$ cat config.mk
export PLATFORM = sky130hd
export DESIGN_NAME = codec_init_sequencer_flat
export DESIGN_NICKNAME = d
export VERILOG_FILES = /design/src/rtl/codec_init_sequencer_pkg.sv /design/src/rtl/codec_init_sequencer_if.sv /design/src/rtl/codec_init_sequencer_rom.sv /design/src/rtl/codec_init_sequencer.sv /design/src/flat_wrapper.sv
export SDC_FILE = /design/constraint.sdc
export NUM_CORES = 1
export LEC_CHECK = 0
export BUFFER_PORTS_ARGS = -buffer_cell sky130_fd_sc_hd__clkbuf_2
export CAP_MARGIN = 15
export CORE_UTILIZATION = 61
export CTS_BUF_LIST = sky130_fd_sc_hd__clkbuf_8
export DETAILED_ROUTE_END_ITERATION = 7
export PLACE_DENSITY = 0.81
export SLEW_MARGIN = 40
export SYNTH_ARGS = -nofsm -noshare
export SYNTH_HDL_FRONTEND = slang
export SYNTH_SLANG_ARGS = --single-unit
$ cat constraint.sdc
create_clock -name clk -period 3.05 [get_ports clk]
set_input_delay 0.305 -clock clk [delete_from_list [all_inputs] [get_ports clk]]
set_output_delay 0.305 -clock clk [all_outputs]
set_load 0.01 [all_outputs]
$ cat src/rtl/codec_init_sequencer_pkg.sv
// Shared definitions for the codec init sequencer: I2C mode constants, codec address,
// codec register map, FSM state encoding and the table-word packing helper.
package codec_init_sequencer_pkg;

    localparam logic       MODE_READ      = 1'b0;
    localparam logic       MODE_WRITE     = 1'b1;
    localparam logic [6:0] CODEC_I2C_ADDR = 7'h1A;

    localparam logic [6:0] REG_LLIN    = 7'h00;
    localparam logic [6:0] REG_RLIN    = 7'h01;
    localparam logic [6:0] REG_ANALOG  = 7'h04;
    localparam logic [6:0] REG_DIGITAL = 7'h05;
    localparam logic [6:0] REG_POWER   = 7'h06;
    localparam logic [6:0] REG_FORMAT  = 7'h07;
    localparam logic [6:0] REG_SAMPLE  = 7'h08;
    localparam logic [6:0] REG_ACTIVE  = 7'h09;
    localparam logic [6:0] REG_RESET   = 7'h0F;

    localparam int CNT_W   = 17;
    localparam int IDX_W   = 4;
    localparam int RETRY_W = 3;

    typedef enum logic [3:0] {
        ST_POWERUP,
        ST_LOAD,
        ST_REQ,
        ST_SEND_HI,
        ST_SEND_LO,
        ST_WAIT_DONE,
        ST_GAP,
        ST_DONE,
        ST_ERROR
    } state_t;

    // Codec registers carry 9 data bits, so the address shares the first byte with data[8].
    function automatic logic [15:0] reg_word(input logic [6:0] addr, input logic [8:0] data);
        return {addr, data};
    endfunction

endpackage

$ cat src/rtl/codec_init_sequencer_if.sv
// Handshake bundle between the init sequencer (master) and the I2C controller (slave).
interface codec_init_sequencer_if;

    logic       enable;
    logic       mode;
    logic [6:0] periph_addr;
    logic [7:0] data_byte;
    logic       byte_last;
    logic       busy;
    logic       byte_req;
    logic       txn_done;
    logic       ack_ok;

    modport master (
        output enable, mode, periph_addr, data_byte, byte_last,
        input  busy, byte_req, txn_done, ack_ok
    );

    modport slave (
        input  enable, mode, periph_addr, data_byte, byte_last,
        output busy, byte_req, txn_done, ack_ok
    );

endinterface

$ cat src/rtl/codec_init_sequencer_rom.sv
// Codec register table: reset, power-up, input levels, path setup, format, rate, activate.
module codec_reg_rom
    import codec_init_sequencer_pkg::*;
(
    input  logic [3:0]  index,
    output logic [15:0] word
);

    always_comb begin
        word = '0;
        case (index)
            4'd0:    word = reg_word(REG_RESET,   9'h000);
            4'd1:    word = reg_word(REG_POWER,   9'h010);
            4'd2:    word = reg_word(REG_LLIN,    9'h017);
            4'd3:    word = reg_word(REG_RLIN,    9'h017);
            4'd4:    word = reg_word(REG_ANALOG,  9'h012);
            4'd5:    word = reg_word(REG_DIGITAL, 9'h000);
            4'd6:    word = reg_word(REG_FORMAT,  9'h00A);
            4'd7:    word = reg_word(REG_SAMPLE,  9'h000);
            // Outputs are powered last so the DAC path comes up without a pop.
            4'd8:    word = reg_word(REG_POWER,   9'h000);
            4'd9:    word = reg_word(REG_ACTIVE,  9'h001);
            default: word = '0;
        endcase
    end

endmodule

$ cat src/rtl/codec_init_sequencer.sv
// Walks the codec register table after reset, issuing one 2-byte I2C write per entry with
// retry on NACK/timeout, and reports init_done / init_error to the synth top level.
module codec_init_sequencer
    import codec_init_sequencer_pkg::*;
#(
    parameter int         NUM_REGS     = 10,
    parameter logic [6:0] PERIPH_ADDR  = CODEC_I2C_ADDR,
    parameter int         POWERUP_WAIT = 50000,
    parameter int         GAP_CYCLES   = 256,
    parameter int         TIMEOUT      = 100000,
    parameter int         MAX_RETRIES  = 3
) (
    input  logic                   clk,
    input  logic                   reset,
    input  logic                   restart,
    codec_init_sequencer_if.master ctl,
    output logic [IDX_W-1:0]       reg_index,
    output logic                   init_done,
    output logic                   init_error
);

    localparam logic [CNT_W-1:0]   POWERUP_END = CNT_W'(POWERUP_WAIT);
    localparam logic [CNT_W-1:0]   GAP_END     = CNT_W'(GAP_CYCLES - 1);
    localparam logic [CNT_W-1:0]   WDOG_END    = CNT_W'(TIMEOUT - 1);
    localparam logic [CNT_W-1:0]   CNT_MAX     = '1;
    localparam logic [IDX_W-1:0]   LAST_IDX    = IDX_W'(NUM_REGS - 1);
    localparam logic [RETRY_W-1:0] RETRY_LIMIT = RETRY_W'(MAX_RETRIES);

    state_t             state, state_n;
    logic [CNT_W-1:0]   cnt, cnt_n;
    logic [IDX_W-1:0]   idx, idx_n;
    logic [RETRY_W-1:0] retries, retries_n, retry_inc;
    logic [15:0]        word, rom_word;
    logic               wdog_expired;
    logic               fail;

    codec_reg_rom u_rom (
        .index (idx),
        .word  (rom_word)
    );

    always_ff @(posedge clk or posedge reset) begin
        if (reset) begin
            state   <= ST_POWERUP;
            cnt     <= '0;
            idx     <= '0;
            retries <= '0;
        end else begin
            state   <= state_n;
            cnt     <= cnt_n;
            idx     <= idx_n;
            retries <= retries_n;
        end
    end

    always_ff @(posedge clk) begin
        if (state == ST_LOAD) word <= rom_word;
    end

    // One counter serves as powerup delay, inter-transaction gap and handshake watchdog.
    assign wdog_expired = (cnt == WDOG_END);
    assign retry_inc    = retries + RETRY_W'(1);

    always_comb begin
        state_n   = state;
        idx_n     = idx;
        retries_n = retries;
        fail      = 1'b0;
        unique case (state)
            ST_POWERUP: begin
                if (cnt == POWERUP_END) begin
                    state_n   = ST_LOAD;
                    idx_n     = '0;
                    retries_n = '0;
                end
            end
            ST_LOAD: state_n = ST_REQ;
            // A txn_done before WAIT_DONE means the address byte was NACKed.
            ST_REQ: begin
                if (ctl.txn_done || wdog_expired) fail = 1'b1;
                else if (ctl.busy)                state_n = ST_SEND_HI;
            end
            ST_SEND_HI: begin
                if (ctl.txn_done || wdog_expired) fail = 1'b1;
                else if (ctl.byte_req)            state_n = ST_SEND_LO;
            end
            ST_SEND_LO: begin
                if (ctl.txn_done || wdog_expired) fail = 1'b1;
                else if (ctl.byte_req)            state_n = ST_WAIT_DONE;
            end
            ST_WAIT_DONE: begin
                if (ctl.txn_done) begin
                    if (ctl.ack_ok) begin
                        idx_n     = idx + IDX_W'(1);
                        retries_n = '0;
                        state_n   = (idx == LAST_IDX) ? ST_DONE : ST_GAP;
                    end else begin
                        fail = 1'b1;
                    end
                end else if (wdog_expired) begin
                    fail = 1'b1;
                end
            end
            ST_GAP: begin
                if (cnt == GAP_END) state_n = ST_LOAD;
            end
            ST_DONE, ST_ERROR: begin
                if (restart) begin
                    state_n   = ST_LOAD;
                    idx_n     = '0;
                    retries_n = '0;
                end
            end
            default: state_n = ST_POWERUP;
        endcase

        if (fail) begin
            retries_n = retry_inc;
            state_n   = (retry_inc > RETRY_LIMIT) ? ST_ERROR : ST_GAP;
        end

        if (state_n != state)  cnt_n = '0;
        else if (cnt == CNT_MAX) cnt_n = cnt;
        else                   cnt_n = cnt + CNT_W'(1);
    end

    assign ctl.enable      = (state == ST_REQ);
    assign ctl.mode        = MODE_WRITE;
    assign ctl.periph_addr = PERIPH_ADDR;
    assign ctl.byte_last   = (state == ST_SEND_LO);
    assign ctl.data_byte   = (state == ST_REQ || state == ST_SEND_HI) ? word[15:8] :
                             (state == ST_SEND_LO)                    ? word[7:0]  : 8'h00;

    assign reg_index  = idx;
    assign init_done  = (state == ST_DONE);
    assign init_error = (state == ST_ERROR);

endmodule
$ cat src/flat_wrapper.sv
// flat-port wrapper written by rule: the top's interface ports become plain ports
module codec_init_sequencer_flat import codec_init_sequencer_pkg::*;
#(
    parameter int         NUM_REGS     = 10,
    parameter logic [6:0] PERIPH_ADDR  = CODEC_I2C_ADDR,
    parameter int         POWERUP_WAIT = 50000,
    parameter int         GAP_CYCLES   = 256,
    parameter int         TIMEOUT      = 100000,
    parameter int         MAX_RETRIES  = 3
)
  (clk, reset, restart, reg_index, init_done, init_error, ctl_enable, ctl_mode, ctl_periph_addr, ctl_data_byte, ctl_byte_last, ctl_busy, ctl_byte_req, ctl_txn_done, ctl_ack_ok);
  codec_init_sequencer_if ctl_i ();
  input  logic clk;
  input  logic reset;
  input  logic restart;
  output logic [IDX_W-1:0] reg_index;
  output logic init_done;
  output logic init_error;
  output wire logic [$bits(ctl_i.enable)-1:0] ctl_enable;
  output wire logic [$bits(ctl_i.mode)-1:0] ctl_mode;
  output wire logic [$bits(ctl_i.periph_addr)-1:0] ctl_periph_addr;
  output wire logic [$bits(ctl_i.data_byte)-1:0] ctl_data_byte;
  output wire logic [$bits(ctl_i.byte_last)-1:0] ctl_byte_last;
  input wire logic [$bits(ctl_i.busy)-1:0] ctl_busy;
  input wire logic [$bits(ctl_i.byte_req)-1:0] ctl_byte_req;
  input wire logic [$bits(ctl_i.txn_done)-1:0] ctl_txn_done;
  input wire logic [$bits(ctl_i.ack_ok)-1:0] ctl_ack_ok;
  assign ctl_enable = ctl_i.enable;
  assign ctl_mode = ctl_i.mode;
  assign ctl_periph_addr = ctl_i.periph_addr;
  assign ctl_data_byte = ctl_i.data_byte;
  assign ctl_byte_last = ctl_i.byte_last;
  assign ctl_i.busy = ctl_busy;
  assign ctl_i.byte_req = ctl_byte_req;
  assign ctl_i.txn_done = ctl_txn_done;
  assign ctl_i.ack_ok = ctl_ack_ok;
  codec_init_sequencer #(.NUM_REGS(NUM_REGS), .PERIPH_ADDR(PERIPH_ADDR), .POWERUP_WAIT(POWERUP_WAIT), .GAP_CYCLES(GAP_CYCLES), .TIMEOUT(TIMEOUT), .MAX_RETRIES(MAX_RETRIES)) u_core (.clk(clk), .reset(reset), .restart(restart), .ctl(ctl_i), .reg_index(reg_index), .init_done(init_done), .init_error(init_error));
endmodule
==> results of run 1 <==
[flip-flops by register name, summed over array words and instances (netlist names)]
signal            flops
u_core.reg_index      4
u_core.cnt           17
u_core.retries        3
u_core.state          4
u_core.word           9
[through the flow]
| step | util | worst slack [ns] | instance area [um^2] | hold WS (ns) | instances |
|---|---|---|---|---|---|
| global route | 0.712 | 0.0120 | 2930 | 0.121 | 364 |
| global placement | 0.681 | 0.258 | 2800 | 0.519 | 354 |
| CTS | 0.704 | 0.121 | 2900 | 0.0741 | 363 |
| finish | 0.712 | 0.200 | 2930 | 0.0636 | 364 |
| detailed placement | 0.684 | 0.132 | 2820 | 0.389 | 355 |
| floorplan | - | 0.458 | 2720 | 0.370 | 301 |
[layout make-up]
class / instances / area (um^2) / share of cell area
clock inverter: 3 / 13.8 / 0.00470
tap: 50 / 62.6 / 0.0213
multi-input combinational: 222 / 1540 / 0.526
timing repair buffer: 33 / 220 / 0.0751
sequential: 37 / 971 / 0.331
inverter: 14 / 52.6 / 0.0179
clock buffer: 5 / 68.8 / 0.0235
[logic make-up (layout without fill, tap and decap cells)]
kind of cell / Yosys count / after routing
other: 2 / 11
and+or+nand+nor: 127 / 127
AOI/OAI and AO/OA: 56 / 56
xor gates and xnor gates: 15 / 15
adders and majority gates: 11 / 11
DFF: 37 / 37
buffers and inverters: 42 / 55
muxes: 2 / 2
[report_power, final]
| group | total (mW) | leakage [nW] | switching [mW] | internal (mW) |
|---|---|---|---|---|
| Sequential | 0.676 | 0.458 | 0.0911 | 0.585 |
| Combinational | 1.60 | 0.713 | 0.954 | 0.645 |
| Clock | 0.328 | 0.0491 | 0.173 | 0.155 |
| Total | 2.60 | 1.22 | 1.22 | 1.38 |
[metal layers]
layer	GRT usage	up-vias
met5	0	-
met2	0.439	100
met4	0.115	0
met1	0.394	1126
met3	0.0517	10
li1	-	1098
[path summary, 6_finish.rpt]
| path | endpoint | slack, ns | cells after the start |
|---|---|---|---|
| setup / recovery | u_core.cnt[12] | 0.20 | 9 |
| hold / removal | u_core.cnt[3] | 0.06 | 2 |
| setup reg to reg | u_core.cnt[12] | 0.20 | 9 |
| hold reg to reg | u_core.retries[0] | 0.54 | 1 |
| max in group asynchronous | u_core.cnt[0] | 2.57 | 2 |
| min in group clk | u_core.state[3] | 0.39 | 3 |
[layout by cell type (no fill, tap or decap), types with 2 or more instances in the layout]
cell type,netlist,routed
inv_1,14,14
nor2_1,23,23
nor4_1,12,11
conb_1,2,11
nand2b_1,9,9
nand4_1,5,5
o22ai_1,2,2
a31o_2,2,2
mux2i_1,2,2
a32oi_1,4,4
edfxtp_1,9,9
nand4b_1,3,3
nor2b_1,3,3
dfrtp_1,28,28
or2_2,3,3
clkbuf_2,0,19
or4_1,2,2
nor4b_1,3,3
o21ai_0,14,14
a21oi_1,6,6
clkbuf_8,0,5
nor3_1,10,10
xor2_1,8,8
buf_4,11,12
a31oi_1,3,3
or3_1,3,3
and3_1,2,2
a22o_1,2,2
o211a_1,2,2
ha_1,11,11
nor4_2,9,10
o221ai_1,2,2
nand3_1,12,12
clkinv_2,0,2
nand2_1,21,21
xnor2_1,7,7
[repair_timing]
action / CTS / global route
resized for setup: 0 / 2
setup buffers: 0 / 1
endpoints found under the setup margin: 0 / 11
==> metrics.md, run 1 <==
| Metric | Value |
|---|---|
| Status | `completed` |
| Hold crit path type | `primary input to async pin` |
| Crit path DAT | `about 3 ns` |
| Met2 routed wirelength | `2.94 mm` |
| Total Die Area | `about 4700 um^2` |
| Setup TNS | `0 ns` |
| Startpoint types | `register` |
| # DRC | `0` |
| Worst VDD drop | `between 0.4 and 0.5 mV` |
| PortBufs | `19` |
| Fin. max-slew vios | `0` |
| Min cycle time layout | `2.85 ns` |
| Iter 0 DRT Violations | `329` |
| Asr flop ratio synth | `0.757` |
| Worst-path clk slew | `0.07 ns` |
| Core area | `4120 um^2` |
| First-pass GRT wire length | `9.78 mm` |
| IO Pins | `31` |
| Sequential share of the synthesized area | `0.362` |
| DRT antenna net count | `0` |
| Initial antenna violation count | `0` |
| CTS Buf Count | `5` |
| Largest net degree at the start of global routing | `29` |
| Synth cell types | `around 60` |
| Mapped Area | `2690 um^2` |
| DR top layer | `met4` |
| Post-synth EDFFs | `9` |
| Fmax | `about 350 MHz` |
| N_diodes | `0` |
| Total power | `2.60 mW` |
| Nets@finish | `331` |
| Max-cap check violation count | `0` |
| Clock latency on the worst-skew pair | `0.29 ns` |
| Post-synth top cells | `28 x dfrtp_1, 23 x nor2_1, 21 x nand2_1, 14 x inv_1, 14 x o21ai_0` |
| Final hold vios | `0` |
| Crit-path max FO | `7` |
| Post-Synth Simple-Gate Area | `0.284` |
| Vias | `2334` |
| Largest cells by area after synthesis | `dfrtp_1 26%, edfxtp_1 10%, ha_1 5.1%` |
| Met1 wire length | `2.81 mm` |
| H-tree depth | `2` |
| Starting Density | `0.652` |
| Fillcell total | `320` |
| First drt pass iteration count | `5` |
| CTS Root Cell | `clkbuf_8` |
| Synth Area in Compound Gates | `0.163` |
| Die X | `68.3 um` |
| Synth Warn # | `0` |
| Routed vias/inst | `between 6 and 7` |
| Fin crit share | `0.934` |
| Chip height | `68.3 um` |
| Crit-path cells | `ha_1, nand3_1, or4_1, o211a_1, o31ai_2, a2bb2oi_2, o311ai_4, buf_12, nor4_1` |
| Final Setup Violations | `0` |
| Kind of critical path | `register to register` |
| Crit path largest cell delay | `0.55 ns` |
| Post-synthesis register bit count | `37` |
| WL/cell | `17.1 um` |
| Family with the most delay on the worst path | `simple AND/OR/NAND/NOR gates` |
| Syn Area/Cell | `9.20 um^2` |
| Area leader, netlist | `dfrtp_1` |
| Worst EP required | `3.22 ns` |
| HPWL after DPL | `4.44 mm` |
| CTS max path bufs | `2` |
| Synth-to-Final Area Change | `9.13%` |
| Met3 Wirelength | `378 um` |
| Cell count after synthesis | `292` |
| Site Rows | `23` |
| Critical path buffers and inverters | `1` |
| Share of Yosys cell area claimed by the top area cell type | `0.261` |
| Critical Path Sink Type | `register` |
| Via count of the first global-routing pass | `2051` |
| CTS Sinks | `37` |
| Pwr per Cell Area | `just under 900 nW/um^2` |
| Xor and xnor area share after synthesis | `0.0489` |
| RSZ-0062 raised after global routing | `false` |
| Slowest CP cell | `or4_1` |
| Total congestion overflow | `0` |
| Hold Buf Count CTS | `0` |
| CTS tree | `done` |
| Largest family of logic cells by synthesized area | `simple AND/OR/NAND/NOR gates` |
| Critical path startpoint | `u_core.cnt[0]` |
| Leak | `1.22 nW` |
| RD Place Congestion | `0.890` |
| Layout cells sized above 1 | `0.204` |
| Mux share of post-synthesis cell area | `0.00746` |
| Least-Margin Pin Slew | `0.743 ns` |
| Synth Flop Type | `dfrtp_1` |
| Count leader, synth | `dfrtp_1` |
| Clock Skews | `roughly 0.006 ns` |
| Slew headroom | `0.504` |
| Worst reg2reg path startpoint | `u_core.cnt[0]` |
| Post-Route WL | `between 6 and 7 mm` |
| Adder-cell area share of the yosys netlist | `0.0513` |
| Total GRT Usage | `0.286` |
Note: power is estimated with default switching activity, not from simulation.
==> run 2, diff against run 1 <==
--- a/config.mk
+++ b/config.mk
@@ -7,10 +7,10 @@
 export LEC_CHECK = 0
 export BUFFER_PORTS_ARGS = -buffer_cell sky130_fd_sc_hd__clkbuf_2
 export CAP_MARGIN = 15
-export CORE_UTILIZATION = 61
+export CORE_UTILIZATION = 55
 export CTS_BUF_LIST = sky130_fd_sc_hd__clkbuf_8
 export DETAILED_ROUTE_END_ITERATION = 7
-export PLACE_DENSITY = 0.81
+export PLACE_DENSITY = 0.74
 export SLEW_MARGIN = 40
 export SYNTH_ARGS = -nofsm -noshare
 export SYNTH_HDL_FRONTEND = slang
==> run 2 against run 1 <==
Non-clock buffer count unchanged. Combinational power down 4%. Final area up 0.60%. Register-to-register slack about the same. Die area up 11%. Global-route usage down 4.3 points. Critical path depth up 2. Clock-buffer cell count unchanged. Wire length down 4.7%. Maximum frequency about the same. Via count down 4.3%. Critical path type unchanged.
==> metrics.md, run 2 (same netlist as run 1, synthesis figures left out) <==
| Metric | Value |
|---|---|
| Area of the multi-input gates | `1550 um^2 (+0.57%)` |
| Worst VDD drop | `0.539 mV (+14%)` |
| Fin crit share | `0.934 (about the same)` |
| Fillcell total | `402 (+26%)` |
| Crit-path cells | `ha_1, nand3_1, or2_2, nor3_1, ha_1, nor3_1, nand2_1, nor3_1, nand2_1, xor2_1, nor4_1` |
| Final hold vios | `0 (unchanged)` |
| Routed vias/inst | `5.86 (-8.6%)` |
| IO Pins | `31 (unchanged)` |
| Kind of critical path | `register to register` |
| CTS tree | `done` |
| CTS Root Cell | `clkbuf_8` |
| Fmax | `351 MHz (about the same)` |
| Starting Density | `0.568 (-0.0840)` |
| Total congestion overflow | `0 (unchanged)` |
| Setup TNS | `0 ns (unchanged)` |
| Post-Route WL | `5.95 mm (-4.7%)` |
| Largest regs | `u_core.cnt x17, u_core.word x9` |
| PortBufs | `19 (unchanged)` |
| Iter 0 DRT Violations | `221 (-33%)` |
| Pwr per Cell Area | `869 nW/um^2 (-2.1%)` |
| Final Setup Violations | `0 (unchanged)` |
| First-pass GRT wire length | `9.67 mm (-1.1%)` |
| H-tree depth | `2 (unchanged)` |
| CTS Sinks | `37 (unchanged)` |
| Crit-path max FO | `6 (-1)` |
| Critical Path Sink Type | `register` |
| Nets@finish | `331 (unchanged)` |
| N_diodes | `0 (unchanged)` |
| Via count of the first global-routing pass | `2012 (-1.9%)` |
| Slowest CP cell | `dfrtp_1` |
| Largest reg by FF count | `u_core.cnt` |
| Vias | `2233 (-4.3%)` |
| Total GRT Usage | `0.243 (-0.0429)` |
| Status | `completed` |
| WL/cell | `15.6 um (-8.9%)` |
| Hold crit path type | `primary input to async pin` |
| Slew headroom | `0.517 (+0.0128)` |
| Core area | `4720 um^2 (+15%)` |
| Fin area | `2950 um^2 (+0.60%)` |
| RSZ-0062 raised after global routing | `false` |
| CTS Buf Count | `5 (unchanged)` |
| Fin. max-slew vios | `0 (unchanged)` |
| Synth-to-Final Area Change | `9.79%` |
| Leak | `1.21 nW (-0.68%)` |
| Worst EP required | `3.24 ns (+0.02 ns)` |
| Max-cap check violation count | `0 (unchanged)` |
| # DRC | `0 (unchanged)` |
| Startpoint types | `register` |
| Die X | `71.9 um (+5.2%)` |
| Most frequent CP cell | `nor3_1` |
| Clock latency on the worst-skew pair | `0.30 ns (about the same)` |
| DRT antenna net count | `0 (unchanged)` |
| CTS max path bufs | `2 (unchanged)` |
| Layout cells sized above 1 | `0.207 (+0.00318)` |
| Least-Margin Pin Slew | `0.724 ns (-0.0192 ns)` |
| Max reg flops | `17 (unchanged)` |
| Largest net degree at the start of global routing | `29 (unchanged)` |
| Dpl cell area | `2830 um^2 (+0.36%)` |
| Chip height | `71.9 um (+5.2%)` |
| Crit path largest cell delay | `0.44 ns (-0.11 ns)` |
| Min cycle time layout | `2.85 ns (+0.000252 ns)` |
| First drt pass iteration count | `4 (-1)` |
| Most common cell after layout, fill and taps aside | `dfrtp_1` |
| Initial antenna violation count | `0 (unchanged)` |
| HPWL after DPL | `4.29 mm (-3.2%)` |
| Crit path DAT | `3.04 ns (+0.02 ns)` |
| RD Place Congestion | `0.908 (+2.1%)` |
| Seq. cell area | `971 um^2 (unchanged)` |
| Site Rows | `25 (+8.7%)` |
| Worst-path clk slew | `0.08 ns (about the same)` |
| Most frequent cells in the layout | `28 x dfrtp_1, 23 x nor2_1, 21 x nand2_1` |
| Total Die Area | `5170 um^2 (+11%)` |
| Clock Skews | `0.0114 ns (+0.00540 ns)` |
run 2: layout make-up:
class / instances / area share
clock inverters: 3 / 0.00594
well taps: 67 / 0.0284
clock buffers: 5 / 0.0233
inverters: 14 / 0.0178
repair buffers: 33 / 0.0692
flip-flops and latches: 37 / 0.329
multi-input cells: 222 / 0.526
run 2: worst max-delay path: cells and delay by family (launching register included):
| family | cells | cell delay (ns) |
|---|---|---|
| fa+ha+maj | 2 | 0.42 |
| xor+xnor | 1 | 0.16 |
| flops | 1 | 0.44 |
| simple gates | 8 | 1.72 |
run 2: final timing paths:
kind	start	to	slack (ns)	depth (start not counted)
min in group clk	ctl_ack_ok	u_core.reg_index[2]	0.34	3
min	reset	u_core.cnt[3]	0.05	2
max reg2reg	u_core.cnt[0]	u_core.cnt[11]	0.20	11
max in group asynchronous	reset	u_core.cnt[16]	2.60	2
min reg2reg	u_core.retries[1]	u_core.retries[1]	0.55	2
max	u_core.cnt[0]	u_core.cnt[11]	0.20	11
run 2: repair_timing:
action                     CTS  global route
hold buffers                 0             0
setup endpoints to repair    0             7
buffers inserted             0             2
gates resized for setup      0             3
run 2: report_power, final:
part	leakage [nW]	total, mW	switching (mW)	internal [mW]
combinational	0.710	1.53	0.930	0.601
sequential	0.458	0.687	0.102	0.585
clock	0.0439	0.345	0.187	0.158
total	1.21	2.56	1.22	1.34
run 2: routing by layer:
metal  up-vias  GRT usage  wire [um]
met5         -          0          0
li1       1101          -          -
met2        54      0.373       2770
met4         0     0.0697         65
met3         7     0.0506        311
met1      1071      0.347       2800
run 2: through the flow:
stage	worst slack (ns)	hold WS, ns	utilization	cells	total power, mW
global placement	0.267	0.523	0.596	370	2.05
CTS	0.0799	0.0786	0.617	379	2.47
global route	0.0646	0.110	0.624	381	2.73
floorplan	0.458	0.370	-	301	1.75
detailed placement	0.114	0.394	0.598	371	2.12
finish	0.200	0.0462	0.624	381	2.56
==> run 3, diff against run 2 <==
--- a/config.mk
+++ b/config.mk
@@ -5,10 +5,12 @@
 export SDC_FILE = /design/constraint.sdc
 export NUM_CORES = 1
 export LEC_CHECK = 0
+export ABC_CLOCK_PERIOD_IN_PS = 3050
 export BUFFER_PORTS_ARGS = -buffer_cell sky130_fd_sc_hd__clkbuf_2
 export CAP_MARGIN = 15
+export CORE_ASPECT_RATIO = 1.5
 export CORE_UTILIZATION = 55
-export CTS_BUF_LIST = sky130_fd_sc_hd__clkbuf_8
+export CTS_BUF_LIST = sky130_fd_sc_hd__clkbuf_16
 export DETAILED_ROUTE_END_ITERATION = 7
 export PLACE_DENSITY = 0.74
 export SLEW_MARGIN = 40
==> run 3 against run 2 <==
Power increased by 12%. Worst setup slack improved by 0.031 ns. Clock skew decreased by 0.0085 ns. Highest routed layer unchanged.
==> metrics.md, run 3 (same netlist as run 1, synthesis figures left out) <==
| Metric | Value |
|---|---|
| Total GRT Usage | `0.251 (+0.00765)` |
| Combinational group share of total power | `0.527 (-0.070)` |
| Largest regs | `u_core.cnt x17, u_core.word x9` |
| Via count of the first global-routing pass | `2099 (+4.3%)` |
| WL/cell | `15.6 um (-0.23%)` |
| Setup TNS | `0 ns (unchanged)` |
| P_int | `1.66 mW (+23%)` |
| Slew headroom | `0.611 (+0.0938)` |
| Psw | `1.23 mW (+0.72%)` |
| Chip height | `87.6 um (+22%)` |
| Post-Route WL | `5.92 mm (-0.49%)` |
| N_diodes | `0 (unchanged)` |
| Fillcell total | `378 (-6.0%)` |
| DP Cell Count | `370 (-0.27%)` |
| Critical Path Sink Type | `register` |
| Kind of critical path | `register to register` |
| Total congestion overflow | `0 (unchanged)` |
| Core area | `4620 um^2 (-2.3%)` |
| Clock Skews | `0.00290 ns (-0.00846 ns)` |
| RD Place Congestion | `0.917 (+0.96%)` |
| Fin crit share | `0.924 (-0.0102)` |
| PortBufs | `19 (unchanged)` |
| # DRC | `0 (unchanged)` |
| Crit path DAT | `3.00 ns (-0.04 ns)` |
| Final hold vios | `0 (unchanged)` |
| Switching share of total power | `0.426 (-0.0497)` |
| Final WS setup | `0.231 ns (+0.0312 ns)` |
| Crit-path max FO | `9 (+3)` |
| DRT antenna net count | `0 (unchanged)` |
| Worst VDD drop | `0.715 mV (+33%)` |
| Fmax | `355 MHz (+1.1%)` |
| Seq. cell area | `971 um^2 (unchanged)` |
| CTS Buf Count | `5 (unchanged)` |
| Largest reg by FF count | `u_core.cnt` |
| Starting Density | `0.582 (+0.0131)` |
| CTS tree | `done` |
| DP Worst Slack | `0.126 ns (+0.0122 ns)` |
| Sequential Power Share | `0.243 (-0.025)` |
| Clock latency on the worst-skew pair | `0.28 ns (-0.02 ns)` |
| Final Setup Violations | `0 (unchanged)` |
| Iter 0 DRT Violations | `130 (-41%)` |
| Status | `completed` |
| Synth-to-Final Area Change | `14.2%` |
| Most common cell after layout, fill and taps aside | `dfrtp_1` |
| Startpoint types | `register` |
| Largest net degree at the start of global routing | `29 (unchanged)` |
| Min cycle time layout | `2.82 ns (-0.0312 ns)` |
| Leak | `1.27 nW (+4.8%)` |
| Worst-path clk slew | `0.06 ns (-0.02 ns)` |
| CTS Root Cell | `clkbuf_16` |
| Die X | `59.1 um (-18%)` |
| Vias | `2271 (+1.7%)` |
| Total power | `2.88 mW (+12%)` |
| First-pass GRT wire length | `9.84 mm (+1.7%)` |
| Fin util | `0.664 (+0.0401)` |
| Max-cap check violation count | `0 (unchanged)` |
| RSZ-0062 raised after global routing | `false` |
| Hold crit path type | `primary input to async pin` |
| Hold Buf Count CTS | `0 (unchanged)` |
| IO Pins | `31 (unchanged)` |
| H-tree depth | `2 (unchanged)` |
| Initial antenna violation count | `0 (unchanged)` |
| Layout Cells excl Fill | `380 (-0.26%)` |
| Routed vias/inst | `5.98 (+2.0%)` |
| Fin. max-slew vios | `0 (unchanged)` |
| Nets@finish | `333 (+0.60%)` |
| Site Rows | `30 (+20%)` |
| Layout cells sized above 1 | `0.222 (+0.0145)` |
| Area of the multi-input gates | `1550 um^2 (+0.24%)` |
| CTS Sinks | `37 (unchanged)` |
| Least-Margin Pin Slew | `0.583 ns (-0.142 ns)` |
| Pwr per Cell Area | `940 nW/um^2 (+8.1%)` |
| Most frequent cells in the layout | `28 x dfrtp_1, 23 x nor2_1, 21 x nand2_1` |
| First drt pass iteration count | `4 (unchanged)` |
| HPWL after DPL | `4.31 mm (+0.34%)` |
| Total Die Area | `5170 um^2 (+0.12%)` |
| CTS max path bufs | `2 (unchanged)` |
| Worst EP required | `3.23 ns (about the same)` |
| Max reg flops | `17 (unchanged)` |
| Clock share of power | `0.230 (+0.096)` |
==> run 3: changes by cell type in the layout (fill, tap and decap cells not counted), sizes merged <==
| cell | delta |
|---|---|
| buf | +2 |
| bufinv | +2 |
| clkinv | -1 |
| clkinvlp | -1 |
==> run 3: what timing repair did <==
action | 4_1_cts | 5_1_grt
endpoints found under the setup margin | 0 | 10
setup buffers | 0 | 2
gates resized for setup | 0 | 5
==> run 3: area by class of cell <==
type,instances,area share
Clock buffer,5,0.0408
Timing Repair Buffer,35,0.0714
Inverter,14,0.0171
Tap cell,64,0.0261
Clock inverter,3,0.0212
Multi-Input combinational cell,222,0.507
Sequential cell,37,0.317
==> run 3: per-layer routing <==
metal	GRT usage	vias up	wire, um
met5	0	-	0
met4	0.0866	0	68
met3	0.0443	6	195
met2	0.445	56	3250
met1	0.299	1110	2400
li1	-	1099	-
==> run 3: critical path, cell delays in order, from the launching register on <==
cell and delay (ns):
dfrtp_1 0.47, or4_1 0.55, o41a_1 0.37, a211oi_4 0.33, o211ai_1 0.16, a22oi_2 0.19, o311ai_4 0.17, buf_6 0.19
nor4_1 0.28
==> run 3: path summary, 6_finish.rpt <==
| path | start | slack (ns) | end | cells past startpoint |
|---|---|---|---|---|
| setup / recovery | u_core.cnt[8] | 0.23 | u_core.cnt[11] | 8 |
| max in group asynchronous | reset | 2.59 | u_core.state[0] | 2 |
| min in group clk | ctl_ack_ok | 0.34 | u_core.reg_index[2] | 3 |
| setup reg to reg | u_core.cnt[8] | 0.23 | u_core.cnt[11] | 8 |
| hold reg to reg | u_core.retries[1] | 0.54 | u_core.retries[1] | 2 |
| hold / removal | reset | 0.06 | u_core.reg_index[3] | 2 |
==> run 3: metrics by stage <==
stage | cell area [um^2] | hold slack (ns)
global route | 3070 | 0.138
floorplan | 2720 | 0.370
finish | 3070 | 0.0634
CTS | 3030 | 0.0946
detailed placement | 2840 | 0.388
global placement | 2830 | 0.520
==> run 3: power groups by stage <==
stage,Sequential [mW],Clock (mW),Combinational (mW)
floorplan,0.649,0,1.10
global placement,0.704,0,1.36
detailed placement,0.704,0,1.44
CTS,0.696,0.672,1.45
global route,0.713,0.692,1.65
finish,0.700,0.664,1.52
